==> config.mk <==
export PLATFORM = sky130hd
export DESIGN_NAME = vgacon_term_ctrl_flat
export DESIGN_NICKNAME = d
export VERILOG_FILES = /design/src/rtl/vgacon_term_ctrl_if.sv /design/src/rtl/vgacon_term_ctrl.sv /design/src/flat_wrapper.sv
export SDC_FILE = /design/constraint.sdc
export NUM_CORES = 1
export LEC_CHECK = 0
export BUFFER_PORTS_ARGS = -buffer_cell sky130_fd_sc_hd__buf_2
export CAP_MARGIN = 15
export CORE_MARGIN = 8
export CORE_UTILIZATION = 39
export DETAILED_ROUTE_END_ITERATION = 6
export GPL_ROUTABILITY_DRIVEN = 0
export GPL_TIMING_DRIVEN = 1
export PLACE_DENSITY = 0.58
export SLEW_MARGIN = 20
export SYNTH_ARGS = -nofsm -noshare
export SYNTH_HDL_FRONTEND = slang
export SYNTH_SLANG_ARGS = --single-unit
==> constraint.sdc <==
create_clock -name clk -period 5.31 [get_ports clk]
set_input_delay 0.531 -clock clk [delete_from_list [all_inputs] [get_ports clk]]
set_output_delay 0.531 -clock clk [all_outputs]
set_load 0.05 [all_outputs]
==> src/rtl/vgacon_term_ctrl_if.sv <==
// Character-stream handshake, text-buffer write/read port and cursor status
// of the VGA console terminal sequencer.
interface vgacon_term_ctrl_if #(
    parameter int ADDR_W = 5
) ();
    logic              in_valid;
    logic [6:0]        in_char;
    logic [1:0]        in_color;
    logic              in_ready;
    logic              clear_req;
    logic              buf_wr_en;
    logic [ADDR_W-1:0] buf_wr_addr;
    logic [8:0]        buf_wr_data;
    logic [ADDR_W-1:0] buf_rd_addr;
    logic [8:0]        buf_rd_data;
    logic [1:0]        cursor_row;
    logic [3:0]        cursor_col;
    logic              busy;

    modport master (
        output in_valid, in_char, in_color, clear_req, buf_rd_data,
        input  in_ready, buf_wr_en, buf_wr_addr, buf_wr_data, buf_rd_addr,
               cursor_row, cursor_col, busy
    );

    modport slave (
        input  in_valid, in_char, in_color, clear_req, buf_rd_data,
        output in_ready, buf_wr_en, buf_wr_addr, buf_wr_data, buf_rd_addr,
               cursor_row, cursor_col, busy
    );
endinterface

==> src/rtl/vgacon_term_ctrl.sv <==
// Terminal write sequencer: turns a character stream into text-buffer writes
// at a hardware cursor, with wrap, scroll-up by row copy and clear-screen.
module vgacon_term_ctrl #(
    parameter int NUM_ROWS       = 3,
    parameter int NUM_COLS       = 10,
    parameter int ADDR_W         = 5,
    parameter int CLEAR_ON_RESET = 1
) (
    input  logic                clk,
    input  logic                rst,
    vgacon_term_ctrl_if.slave   bus
);
    localparam int N_CELLS  = NUM_ROWS * NUM_COLS;
    localparam int SCROLL_N = NUM_COLS * (NUM_ROWS - 1);
    localparam int LAST_ROW = (NUM_ROWS - 1) * NUM_COLS;

    typedef enum logic [1:0] {
        S_IDLE,
        S_SCROLL,
        S_CLR_LINE,
        S_CLR_ALL
    } state_t;

    localparam state_t RST_STATE = (CLEAR_ON_RESET != 0) ? S_CLR_ALL : S_IDLE;
    localparam logic [8:0] SPACE = 9'h020;

    state_t            state_q, state_d;
    logic [ADDR_W-1:0] cnt_q, cnt_d;
    logic [1:0]        row_q, row_d;
    logic [3:0]        col_q, col_d;
    logic              pend_q, pend_d;
    logic              wr_en_q, wr_en_d;
    logic [ADDR_W-1:0] wr_addr_q, wr_addr_d;
    logic [8:0]        wr_data_q, wr_data_d;

    logic              in_ready_c;
    logic              accept;
    logic              newline;
    logic [ADDR_W-1:0] cell_addr;

    assign in_ready_c = (state_q == S_IDLE) & ~bus.clear_req & ~pend_q;
    assign accept     = bus.in_valid & in_ready_c;
    assign cell_addr  = ADDR_W'(row_q) * ADDR_W'(NUM_COLS) + ADDR_W'(col_q);

    always_comb begin
        state_d   = state_q;
        cnt_d     = cnt_q;
        row_d     = row_q;
        col_d     = col_q;
        pend_d    = pend_q;
        wr_en_d   = 1'b0;
        wr_addr_d = wr_addr_q;
        wr_data_d = wr_data_q;
        newline   = 1'b0;

        // A clear arriving mid-operation is remembered and replayed at the end.
        if (state_q != S_IDLE && bus.clear_req) begin
            pend_d = 1'b1;
        end

        case (state_q)
            S_IDLE: begin
                if (bus.clear_req) begin
                    state_d = S_CLR_ALL;
                    cnt_d   = '0;
                end else if (accept) begin
                    case (bus.in_char)
                        7'h0D: col_d = '0;
                        7'h0A: newline = 1'b1;
                        7'h08: begin
                            if (col_q != 4'd0) col_d = col_q - 4'd1;
                        end
                        7'h0C: begin
                            state_d = S_CLR_ALL;
                            cnt_d   = '0;
                        end
                        default: begin
                            if (bus.in_char >= 7'h20 && bus.in_char <= 7'h7E) begin
                                wr_en_d   = 1'b1;
                                wr_addr_d = cell_addr;
                                wr_data_d = {bus.in_color, bus.in_char};
                                if (col_q == 4'(NUM_COLS - 1)) begin
                                    col_d   = '0;
                                    newline = 1'b1;
                                end else begin
                                    col_d = col_q + 4'd1;
                                end
                            end
                        end
                    endcase
                    if (newline) begin
                        if (row_q < 2'(NUM_ROWS - 1)) begin
                            row_d = row_q + 2'd1;
                        end else begin
                            state_d = S_SCROLL;
                            cnt_d   = '0;
                        end
                    end
                end
            end

            S_SCROLL: begin
                // Data read this cycle from row below lands one row up next cycle.
                wr_en_d   = 1'b1;
                wr_addr_d = cnt_q;
                wr_data_d = bus.buf_rd_data;
                if (cnt_q == ADDR_W'(SCROLL_N - 1)) begin
                    state_d = S_CLR_LINE;
                    cnt_d   = '0;
                end else begin
                    cnt_d = cnt_q + 1'b1;
                end
            end

            S_CLR_LINE: begin
                wr_en_d   = 1'b1;
                wr_addr_d = ADDR_W'(LAST_ROW) + cnt_q;
                wr_data_d = SPACE;
                if (cnt_q == ADDR_W'(NUM_COLS - 1)) begin
                    cnt_d = '0;
                    if (pend_q | bus.clear_req) begin
                        state_d = S_CLR_ALL;
                        pend_d  = 1'b0;
                    end else begin
                        state_d = S_IDLE;
                    end
                end else begin
                    cnt_d = cnt_q + 1'b1;
                end
            end

            S_CLR_ALL: begin
                wr_en_d   = 1'b1;
                wr_addr_d = cnt_q;
                wr_data_d = SPACE;
                if (cnt_q == ADDR_W'(N_CELLS - 1)) begin
                    cnt_d = '0;
                    row_d = '0;
                    col_d = '0;
                    if (pend_q | bus.clear_req) begin
                        state_d = S_CLR_ALL;
                        pend_d  = 1'b0;
                    end else begin
                        state_d = S_IDLE;
                    end
                end else begin
                    cnt_d = cnt_q + 1'b1;
                end
            end

            default: state_d = S_IDLE;
        endcase
    end

    always_ff @(posedge clk or posedge rst) begin
        if (rst) begin
            state_q   <= RST_STATE;
            cnt_q     <= '0;
            row_q     <= '0;
            col_q     <= '0;
            pend_q    <= 1'b0;
            wr_en_q   <= 1'b0;
            wr_addr_q <= '0;
            wr_data_q <= '0;
        end else begin
            state_q   <= state_d;
            cnt_q     <= cnt_d;
            row_q     <= row_d;
            col_q     <= col_d;
            pend_q    <= pend_d;
            wr_en_q   <= wr_en_d;
            wr_addr_q <= wr_addr_d;
            wr_data_q <= wr_data_d;
        end
    end

    assign bus.in_ready    = in_ready_c;
    assign bus.buf_wr_en   = wr_en_q;
    assign bus.buf_wr_addr = wr_addr_q;
    assign bus.buf_wr_data = wr_data_q;
    assign bus.buf_rd_addr = (state_q == S_SCROLL) ? cnt_q + ADDR_W'(NUM_COLS) : '0;
    assign bus.cursor_row  = row_q;
    assign bus.cursor_col  = col_q;
    assign bus.busy        = (state_q != S_IDLE);
endmodule

==> src/flat_wrapper.sv <==
// flat-port wrapper written by rule: the top's interface ports become plain ports
module vgacon_term_ctrl_flat 
#(
    parameter int NUM_ROWS       = 3,
    parameter int NUM_COLS       = 10,
    parameter int ADDR_W         = 5,
    parameter int CLEAR_ON_RESET = 1
)
  (clk, rst, bus_in_valid, bus_in_char, bus_in_color, bus_clear_req, bus_buf_rd_data, bus_in_ready, bus_buf_wr_en, bus_buf_wr_addr, bus_buf_wr_data, bus_buf_rd_addr, bus_cursor_row, bus_cursor_col, bus_busy);
  vgacon_term_ctrl_if #(.ADDR_W(ADDR_W)) bus_i ();
  input  logic clk;
  input  logic rst;
  input wire logic [$bits(bus_i.in_valid)-1:0] bus_in_valid;
  input wire logic [$bits(bus_i.in_char)-1:0] bus_in_char;
  input wire logic [$bits(bus_i.in_color)-1:0] bus_in_color;
  input wire logic [$bits(bus_i.clear_req)-1:0] bus_clear_req;
  input wire logic [$bits(bus_i.buf_rd_data)-1:0] bus_buf_rd_data;
  output wire logic [$bits(bus_i.in_ready)-1:0] bus_in_ready;
  output wire logic [$bits(bus_i.buf_wr_en)-1:0] bus_buf_wr_en;
  output wire logic [$bits(bus_i.buf_wr_addr)-1:0] bus_buf_wr_addr;
  output wire logic [$bits(bus_i.buf_wr_data)-1:0] bus_buf_wr_data;
  output wire logic [$bits(bus_i.buf_rd_addr)-1:0] bus_buf_rd_addr;
  output wire logic [$bits(bus_i.cursor_row)-1:0] bus_cursor_row;
  output wire logic [$bits(bus_i.cursor_col)-1:0] bus_cursor_col;
  output wire logic [$bits(bus_i.busy)-1:0] bus_busy;
  assign bus_i.in_valid = bus_in_valid;
  assign bus_i.in_char = bus_in_char;
  assign bus_i.in_color = bus_in_color;
  assign bus_i.clear_req = bus_clear_req;
  assign bus_i.buf_rd_data = bus_buf_rd_data;
  assign bus_in_ready = bus_i.in_ready;
  assign bus_buf_wr_en = bus_i.buf_wr_en;
  assign bus_buf_wr_addr = bus_i.buf_wr_addr;
  assign bus_buf_wr_data = bus_i.buf_wr_data;
  assign bus_buf_rd_addr = bus_i.buf_rd_addr;
  assign bus_cursor_row = bus_i.cursor_row;
  assign bus_cursor_col = bus_i.cursor_col;
  assign bus_busy = bus_i.busy;
  vgacon_term_ctrl #(.NUM_ROWS(NUM_ROWS), .NUM_COLS(NUM_COLS), .ADDR_W(ADDR_W), .CLEAR_ON_RESET(CLEAR_ON_RESET)) u_core (.clk(clk), .rst(rst), .bus(bus_i));
endmodule
# Word level (Yosys, flattened, before mapping)
# Index checks and enable logic that the tools add are counted.
[classes] addsub=7 n_mul=1 magnitude_cmp=3 eq_ne=24 n_mux=60 bitwise_logic=6 n_reduce_logical=16
[op_table] operator="$mux 5" count=13
[op_table] operator="$mux 9" count=4
[op_table] operator="$eq 7x4->1 const B" count=4
[op_table] operator="$mux 2" count=14
[op_table] operator="$pmux 9 s3" count=1
[op_table] operator="$mux 4" count=6
[op_table] operator="$pmux 5 s4" count=1
[op_table] operator="$pmux 5 s3" count=1
[op_table] operator="$mux 1" count=13
[op_table] operator="$ne 2x2->1 const B" count=6
[op_table] operator="$pmux 4 s3" count=1
[op_table] operator="$eq 5x5->1 const B" count=2
[op_table] operator="$ne 2x1->1 const B" count=4
[op_table] operator="$pmux 2 s4" count=1
[op_table] operator="$pmux 4 s2" count=1
[op_table] operator="$reduce_and 4->1" count=2
[op_table] operator="$ge 7x6->1 const B" count=1
[op_table] operator="$le 7x7->1 const B" count=1
[op_table] operator="$reduce_and 7->1" count=1
[op_table] operator="$pmux 1 s2" count=3
[op_table] operator="$reduce_and 6->1" count=1
[op_table] operator="$reduce_or 2->1" count=3
[op_table] operator="$reduce_or 3->1" count=2
[op_table] operator="$add 5x1->5 const B" count=1
[op_table] operator="other kinds (24)" count=30
[word_totals] ff_bits=29 wordCells=125

# Logic depth before layout (Yosys ltp)
# Gate-level depths: netlist of the first run.
[depth] ltp_word=11 depth_mapped=9 ltp_nobuf=8

# Least setup slack after synthesis of the first run
# Ideal clock, no wire load.
[synth_timing] kind="register to output" from="reg u_core.state_q[0]" to="out bus_in_ready" arrival_ps=1685 t_required_ps=4779 slack_ps=3094 path_stages_with_launch=5 path_buffers=2 path_cell_list="dfstp_2 -> clkbuf_1 -> or3_1 -> clkbuf_1 -> nor2_1"
[synth_between] elab_chain_cells=3
[synth_rtl] element="from (decl)" line_no="vgacon_term_ctrl.sv:27" text="state_t state_q, state_d;"
[synth_rtl] element="from (signal assigned)" line_no="vgacon_term_ctrl.sv:166" text="state_q <= state_d;"
[synth_rtl] element="$logic_not 2->1" line_no="vgacon_term_ctrl.sv:41" text="assign in_ready_c = (state_q == S_IDLE) & ~bus.clear_req & ~pend_q;"
[synth_rtl] element="$and 1x1->1 (2 in a row)" line_no="vgacon_term_ctrl.sv:41"
[synth_rtl] element="to (decl)" line_no="flat_wrapper.sv:18" text="output wire logic [$bits(bus_i.in_ready)-1:0] bus_in_ready;"
# No other way between the ends.

# Worst setup path in the final report of the first run
[layout_timing] from="reg u_core.state_q[0]" to="out bus_busy"
[layout_between] elab_chain_cells=1
[layout_rtl] element="$reduce_bool 2->1" line_no="vgacon_term_ctrl.sv:184" text="assign bus.busy = (state_q != S_IDLE);"
[layout_rtl] element="to (decl)" line_no="flat_wrapper.sv:25" text="output wire logic [$bits(bus_i.busy)-1:0] bus_busy;"
# No other way between the ends.

==> results of run 1 <==
## where the power goes
part           switching (mW)  internal [mW]  leakage, nW
sequential             0.0785          0.268        0.355
combinational           0.265          0.159        0.871
clock                  0.0855          0.153       0.0585
## placed cells by master (no fill, tap or decap), types with 8 or more instances in the layout
cell type / instances
a21oi_1: 14
buf_2: 49
o21ai_0: 9
nor2_1: 32
inv_1: 14
dfrtp_1: 27
nand2_1: 13
ha_1: 14
mux2_2: 8
mux2i_1: 12
## layout make-up
class	instances	area (µm²)	area share, %
sequential	29	728.2	28.71
multi-input combinational	175	1296	51.11
inverter	14	52.55	2.072
clock buffer	7	86.33	3.404
timing repair buffer	50	252.7	9.965
clock inverter	1	30.03	1.184
tap	72	90.09	3.552
## cells by family (layout without fill, tap and decap cells)
group	Yosys count	after routing	share of synthesized area (%)
AOI/OAI and AO/OA	49	49	16.49
xor gates and xnor gates	10	10	4.051
adders and majority gates	15	15	9.028
buffers and inverters	28	72	6.366
DFF	29	29	33.68
muxes	23	23	11.63
and+or+nand+nor	78	78	18.75
## worst paths after layout
check,from,to,slack [ns],depth (start not counted)
min in group clk,bus_buf_rd_data[6],u_core.bus.buf_wr_data[6],0.49,3
worst max register to register,u_core.state_q[0],u_core.bus.cursor_col[0],3.04,5
worst min-delay path,rst,u_core.bus.buf_wr_data[8],0.30,3
max in group asynchronous,rst,u_core.state_q[0],4.68,3
worst min register to register,u_core.bus.buf_wr_addr[2],u_core.bus.buf_wr_addr[2],0.56,2
worst max-delay path,u_core.state_q[0],bus_busy,2.77,3
## worst max-delay path: stages, from the launching register on
cell and delay, ns:
dfstp_2 0.81, nor2_1 0.25, inv_1 0.32, buf_2 0.33
## flip-flops by register name (all words and copies together), names as in the netlist
| register | flops |
|---|---|
| u_core.bus.cursor_row | 2 |
| u_core.state_q | 2 |
| u_core.cnt_q | 5 |
| u_core.bus.buf_wr_addr | 5 |
| u_core.bus.buf_wr_en | 1 |
| u_core.bus.buf_wr_data | 9 |
| u_core.bus.cursor_col | 4 |
| u_core.pend_q | 1 |
## metal layers
| layer | up-vias | track usage [%] | share of wire (%) |
|---|---|---|---|
| met2 | 55 | 18.77 | 42 |
| met3 | 7 | 4.239 | 5.8 |
| met1 | 835 | 18.47 | 51 |
| li1 | 901 | - | - |
| met5 | - | 0 | 0 |
| met4 | 0 | 4.577 | 1.4 |
## per-stage QoR
stage                     util (%)  instance area [µm²]  instances  setup WS, ns
final                        46.63                 2536        348         2.774
after global routing         46.63                 2536        348         2.657
after CTS                    46.63                 2536        348         2.760
after detailed placement     44.49                 2420        340         2.822
after global placement       44.49                 2420        340         2.862
after floorplan                  -                 2162        232         3.094
==> summary by stage, run 1 <==
Global routing
The number of global-route vias before repair was 1800. In the global route stage, overall resource usage came out at 13.32%. The total congestion overflow after global routing is 0. The pin count of the biggest net entering global routing is 30.

The number of antenna violations at the first check in global routing is 0. The first global-routing pass estimated 8970 µm of wire.

Hold path
The worst hold path belongs to the class input pin to async pin.

Timing
Measured against its own limit, the worst slew margin works out to 42.72%. The transition at the pin with the smallest max-transition slack is 0.8568 ns. The total negative slack is 0 ns. The count of final setup violators is 0.

The smallest clock period supported by the final layout is computed as 2.536 ns. Final hold analysis gives a worst-case slack of 0.3043 ns. Setup repair after global routing left no endpoint under its margin.

The number of hold violations in the final report is 0. The final number of max-transition violations was 0. The setup skew after layout is 0.008803 ns. The final critical path takes up 47.76% of the cycle. For this run, the top clock speed supported by timing is 394.3 MHz.

Synth
The average cell area after synthesis is 9.319 µm². The total of warnings raised by yosys is 0. The synthesized area is 0.002162 mm². Sorting the synthesized cells by how often they occur yields 32 x nor2_1, 27 x dfrtp_1, 14 x a21oi_1, 14 x ha_1, 14 x inv_1. The number of flip-flops and latches in the synthesized netlist is 29.

The count of flip-flops with a built-in enable after synthesis is 0. In the synthesized netlist the async set-or-reset flop fraction comes to 100.0%. In the post-synthesis netlist, the cell with the most instances is nor2_1.

Summed over all instances, the cell type with the most area after synthesis is dfrtp_1. The number of distinct library cells after synthesis is 59. Counting every instance in the synthesized netlist gives 232. Synthesis produced a netlist with a net count of 269. Yosys attributes the largest share of cell area to dfrtp_1 31%, ha_1 8.1%, mux2i_1 5.6%. The most frequently used flop master after synthesis is dfrtp_1. After synthesis, the largest area contributor takes up 31.25% of total cell area. The share of the Yosys chip area taken by registers is 33.68%.

Critical path
The worst setup path is launched from a flip-flop. The required arrival time at the worst endpoint is 4.78 ns. The setup path with the least slack is of type flip-flop to output port. STA classifies the critical path endpoint as an output port. The peak fanout along the critical path is 20. The critical path arrival is 2.01 ns.

Clocking
The number of buffers added by the clock tree synthesis step is 5. CTS saw 29 sinks. The clock root buffer master is clkbuf_8. The longest clock path from root to sink contains 2 buffers.

TritonCTS built the clock tree. Clock-pin slew was measured on the worst setup and hold paths at 0.07 ns. The number of gates resized after cts is 0. The number of buffers added for setup after CTS is 0. The H-tree was split into 2 levels. The quantity of hold-fixing buffers added after cts is 0.

For the worst-skew pair, the clock arrives at the later sink with an insertion delay of 0.28 ns.

Final layout
The number of fillers in the final layout is 537. The net count of the finished layout is 312. 0 antenna diodes ended up in the layout. Relative to the synthesized area, the layout overhead comes to 17.30%. The fraction of layout instances using a drive strength above 1 is 29.71%.

Detailed routing
The total iterations of the first detailed-routing run is 4. After detailed routing, the number of remaining DRC violations is 0. The via count normalized by instance count is 5.167. The post-route antenna net violation count is 0. For this block, the via count after detailed routing is 1798. The total wire length after detailed routing is 5364 µm. After detailed routing, the average wire length per cell comes to 15.41 µm.

In this run, the number of DRC markers left after iteration 0 of detailed routing was 94.

Place
Detailed placement finished with a half-perimeter wire length of 4037 µm. The count of buffers from port buffering is 49.

Run
The tool flagged a number of max-cap violations equal to 0.

Pwr
The leakage power is 1.284 nW. The power per cell area is 398.1 mW/mm². The highest ir drop seen on vdd is 0.0001955 V.

The overall power after layout is 1.010 mW.

Floorplan
The area of the die is 0.008182 mm². The die span in x is 90.46 µm. The area of the core is 0.005439 mm². The initial core utilization is 39.75%. The die span in y is 90.46 µm. The I/O pin count is 50. The standard-cell row count is 27.

Run status
The flow ran to the end, and the final reports show no timing, DRC or antenna violations.
Power figures use the tool's default switching activity.
==> run 2: changes to the inputs <==
==> constraint.sdc (replaced) <==
create_clock -name clk -period 2.5 [get_ports clk]
set_input_delay 0.25 -clock clk [delete_from_list [all_inputs] [get_ports clk]]
set_output_delay 0.25 -clock clk [all_outputs]
set_load 0.05 [all_outputs]
==> run 2 against run 1 <==
Critical endpoint unchanged. Largest power group unchanged. Sequential share of layout area did not move. Via count rose by 2.3%. Flip-flop and latch count did not move. Highest routed layer unchanged.
==> summary by stage, run 2 (synthesis gave the netlist of run 1 again) <==
Critical path
The capturing element of the worst setup path is bus_busy. By instance count, the cell type seen most on the critical path is buf_4. The startpoint type of the worst setup path is a flip-flop. The slowest stage of the critical path is the dfstp_2 cell.

The startpoint of the worst setup timing path is u_core.state_q[0]. The category of the critical setup timing path is flip-flop to output port. The startpoint identified for the worst register-to-register timing path is u_core.state_q[0]. The endpoint class of the critical path is an output port.

Traced cell by cell, the critical path runs through nor2_1, buf_4, inv_1, buf_4, buf_2. The worst register-to-register path ends at u_core.bus.cursor_row[0]. The number of cells traversed by the worst register-to-register path is 4.

The peak fanout along the critical path is 20. STA puts the critical path data required time at 2.25 ns. On the worst path, the slowest cell contributes a delay of 0.81 ns.

The depth of the critical timing path with buffers and inverters included is 5. The setup check on the worst reg-to-reg path leaves a slack of 0.36 ns. The critical path contains buffers and inverters numbering 4 combined. The cell type group with the largest total delay on the critical path is flip-flops. The critical path arrival is 1.90 ns.

Clocking
The number of buffers added for setup after CTS is 0. The later pin in the worst-skew pair is clocked with a latency of 0.29 ns. After clock tree synthesis, the flow added hold-fix buffers numbering 0. The cell sitting at the root of the clock tree is a clkbuf_8.

The number of levels the H-tree was split into is 2. Once the clock tree was built, the resizer swapped 0 gates to a different size. No sink is reached through more buffers than the 2 on the longest clock path. The total clock sinks is 29.

The number of buffers added by the clock tree synthesis step is 5. The TritonCTS clock tree is yes. The clock transition time at the flip-flop clock pins of the worst setup and hold paths is 0.07 ns.

Timing
The setup skew after layout is 0.01094 ns. Setup violations remaining at the end of the flow were counted as 0. The final number of max-transition violations is 0. The total negative slack is 0 ns. In this run the tightest slew margin relative to its limit is 62.59%. Setup repair after global routing left no endpoint under its margin. The number of hold violations in the final report is 0.

The ratio of final minimum period to clock period is 85.88%. Static timing analysis puts the maximum clock frequency at 465.8 MHz. The transition at the pin with the smallest max-transition slack is 0.5596 ns. The smallest clock period supported by the final layout is computed as 2.147 ns.

Detailed routing
The count of unresolved DRC violations after routing is 0. The first routing iteration left 99 violations. The total wire length after detailed routing is 5442 µm. The average wire length per cell after detail routing is 15.46 µm. The detailed router placed 1840 vias in this run. Before antenna repair, the detailed router went through 4 iterations. In this run the remaining antenna-violating nets after routing total 0. The via count normalized by instance count is 5.227.

Global routing
For this run, global-route usage on met3 was measured as 4.156%. The first global-routing pass estimated 9404 µm of wire. The number of global-route vias before repair is 1964. In the global route stage, met2 resource usage came out at 20.80%. The total routing resource utilization after global routing is 13.84%. The global routing stage identified its most utilized layer as met2. Entering global routing, the biggest net connects 30 pins. The number of antenna violations at the first check in global routing is 0. Global routing used 18.22% of the available met1 tracks. The total congestion overflow after global routing is 0.

Floorplan
The I/O pin count is 50. The die span in y is 90.46 µm. In this run the horizontal extent of the chip is 90.46 µm. The standard-cell row count is 27.

Once the floorplan was initialized, standard cells occupied 39.75% of the core. The area of the core is 0.005439 mm². The area of the die is 0.008182 mm².

Final layout
The flip-flop count of the largest register, all copies and words added is 9. The library cell used most frequently in the layout, excluding fill and tap cells, is buf_2. Of the cells placed in the final design, the portion with a size suffix greater than 1 is 31.07%.

At the end of the flow, the number of nets in the layout was 316. In the layout the commonest cells are 49 x buf_2, 32 x nor2_1, 27 x dfrtp_1. The total inserted antenna cells is 0. The finished layout holds 352 standard cells, fillers aside.

Compared with the post-synthesis result, the final layout area differs by 17.30%.

Run
Across the run, the number of max-cap violations was 0.

Hold path
In this run the worst hold path is classified as input pin to async pin.

Pwr
Of the total power, the share spent switching nets is 45.56%. The leakage power is 1.288 nW. The power per cell area is 806.3 mW/mm². The highest ir drop seen on vdd is 0.0003369 V. The internal power of the cells totals 1.113 mW.

Combinational logic is responsible for 46.3% of the overall power. The net switching component of the power is 931.7 µW. The sequential share of power is 35.3%. The clock network burns 18.4% of the power.

Place
The count of buffers from port buffering is 49. The cell count after placement is 344. Detailed placement finished with a half-perimeter wire length of 4153 µm.

Run status
The flow ran to the end, and the final reports show no timing, DRC or antenna violations.
[run 2: cell types whose count changed in the layout (fill, tap and decap cells not counted)]
| cell | previous run | this run |
|---|---|---|
| clkbuf_8 | 6 | 5 |
| buf_4 | 1 | 5 |
| clkinv_2 | 0 | 2 |
| clkbuf_1 | 1 | 0 |
| bufinv_16 | 1 | 0 |
| clkinvlp_4 | 0 | 1 |
[run 2: stage by stage]
step | instance area [µm²] | hold WS [ns] | util [%] | power (mW) | worst slack (ns)
after global routing | 2536 | 0.05504 | 46.63 | 2.205 | 0.2369
after detailed placement | 2450 | 0.3422 | 45.04 | 1.683 | 0.3946
after floorplan | 2162 | 0.3266 | - | 1.444 | 0.3348
after global placement | 2450 | 0.3427 | 45.04 | 1.677 | 0.4280
final | 2536 | 0.01703 | 46.63 | 2.045 | 0.3530
after CTS | 2536 | 0.03452 | 46.63 | 2.069 | 0.3425
[run 2: power by group through the flow]
stage          clock, mW  sequential (mW)  combinational (mW)
2_1_floorplan          0            0.881               0.563
5_1_grt            0.407            0.748                1.05
4_1_cts            0.389            0.724               0.955
6_report           0.377            0.722               0.947
3_3_place_gp           0            0.732               0.945
3_5_place_dp           0            0.733               0.950
[run 2: worst min-delay path by stage]
stage	start	end	slack [ns]	cells past startpoint
after floorplan	rst	u_core.bus.buf_wr_addr[0]	0.33	1
after global placement	rst	u_core.bus.buf_wr_data[8]	0.34	3
after detailed placement	rst	u_core.pend_q	0.34	3
after CTS	rst	u_core.pend_q	0.03	3
after global routing	rst	u_core.bus.buf_wr_data[8]	0.06	3
final	rst	u_core.bus.buf_wr_data[8]	0.02	3
[run 2: area by class of cell]
cell class	count	area, µm²
fillers	547	2903
multi-input cells	175	1296
flip-flops and latches	29	728.2
repair buffers	54	282.8
well taps	72	90.09
clock buffers	5	68.82
inverters	14	52.55
clock inverters	3	17.52
[run 2: layer usage]
layer,vias to the layer above,part of all wire (%)
met5,-,0
met4,0,1.2
met3,7,6.2
met2,55,44
met1,868,48
li1,910,-
[run 2: worst reg2reg max path, cell delays in order (launching register included)]
cell and delay, ns:
dfstp_2 0.81, and2_2 0.28, nand4_1 0.25, a221oi_2 0.33
mux2_1 0.35
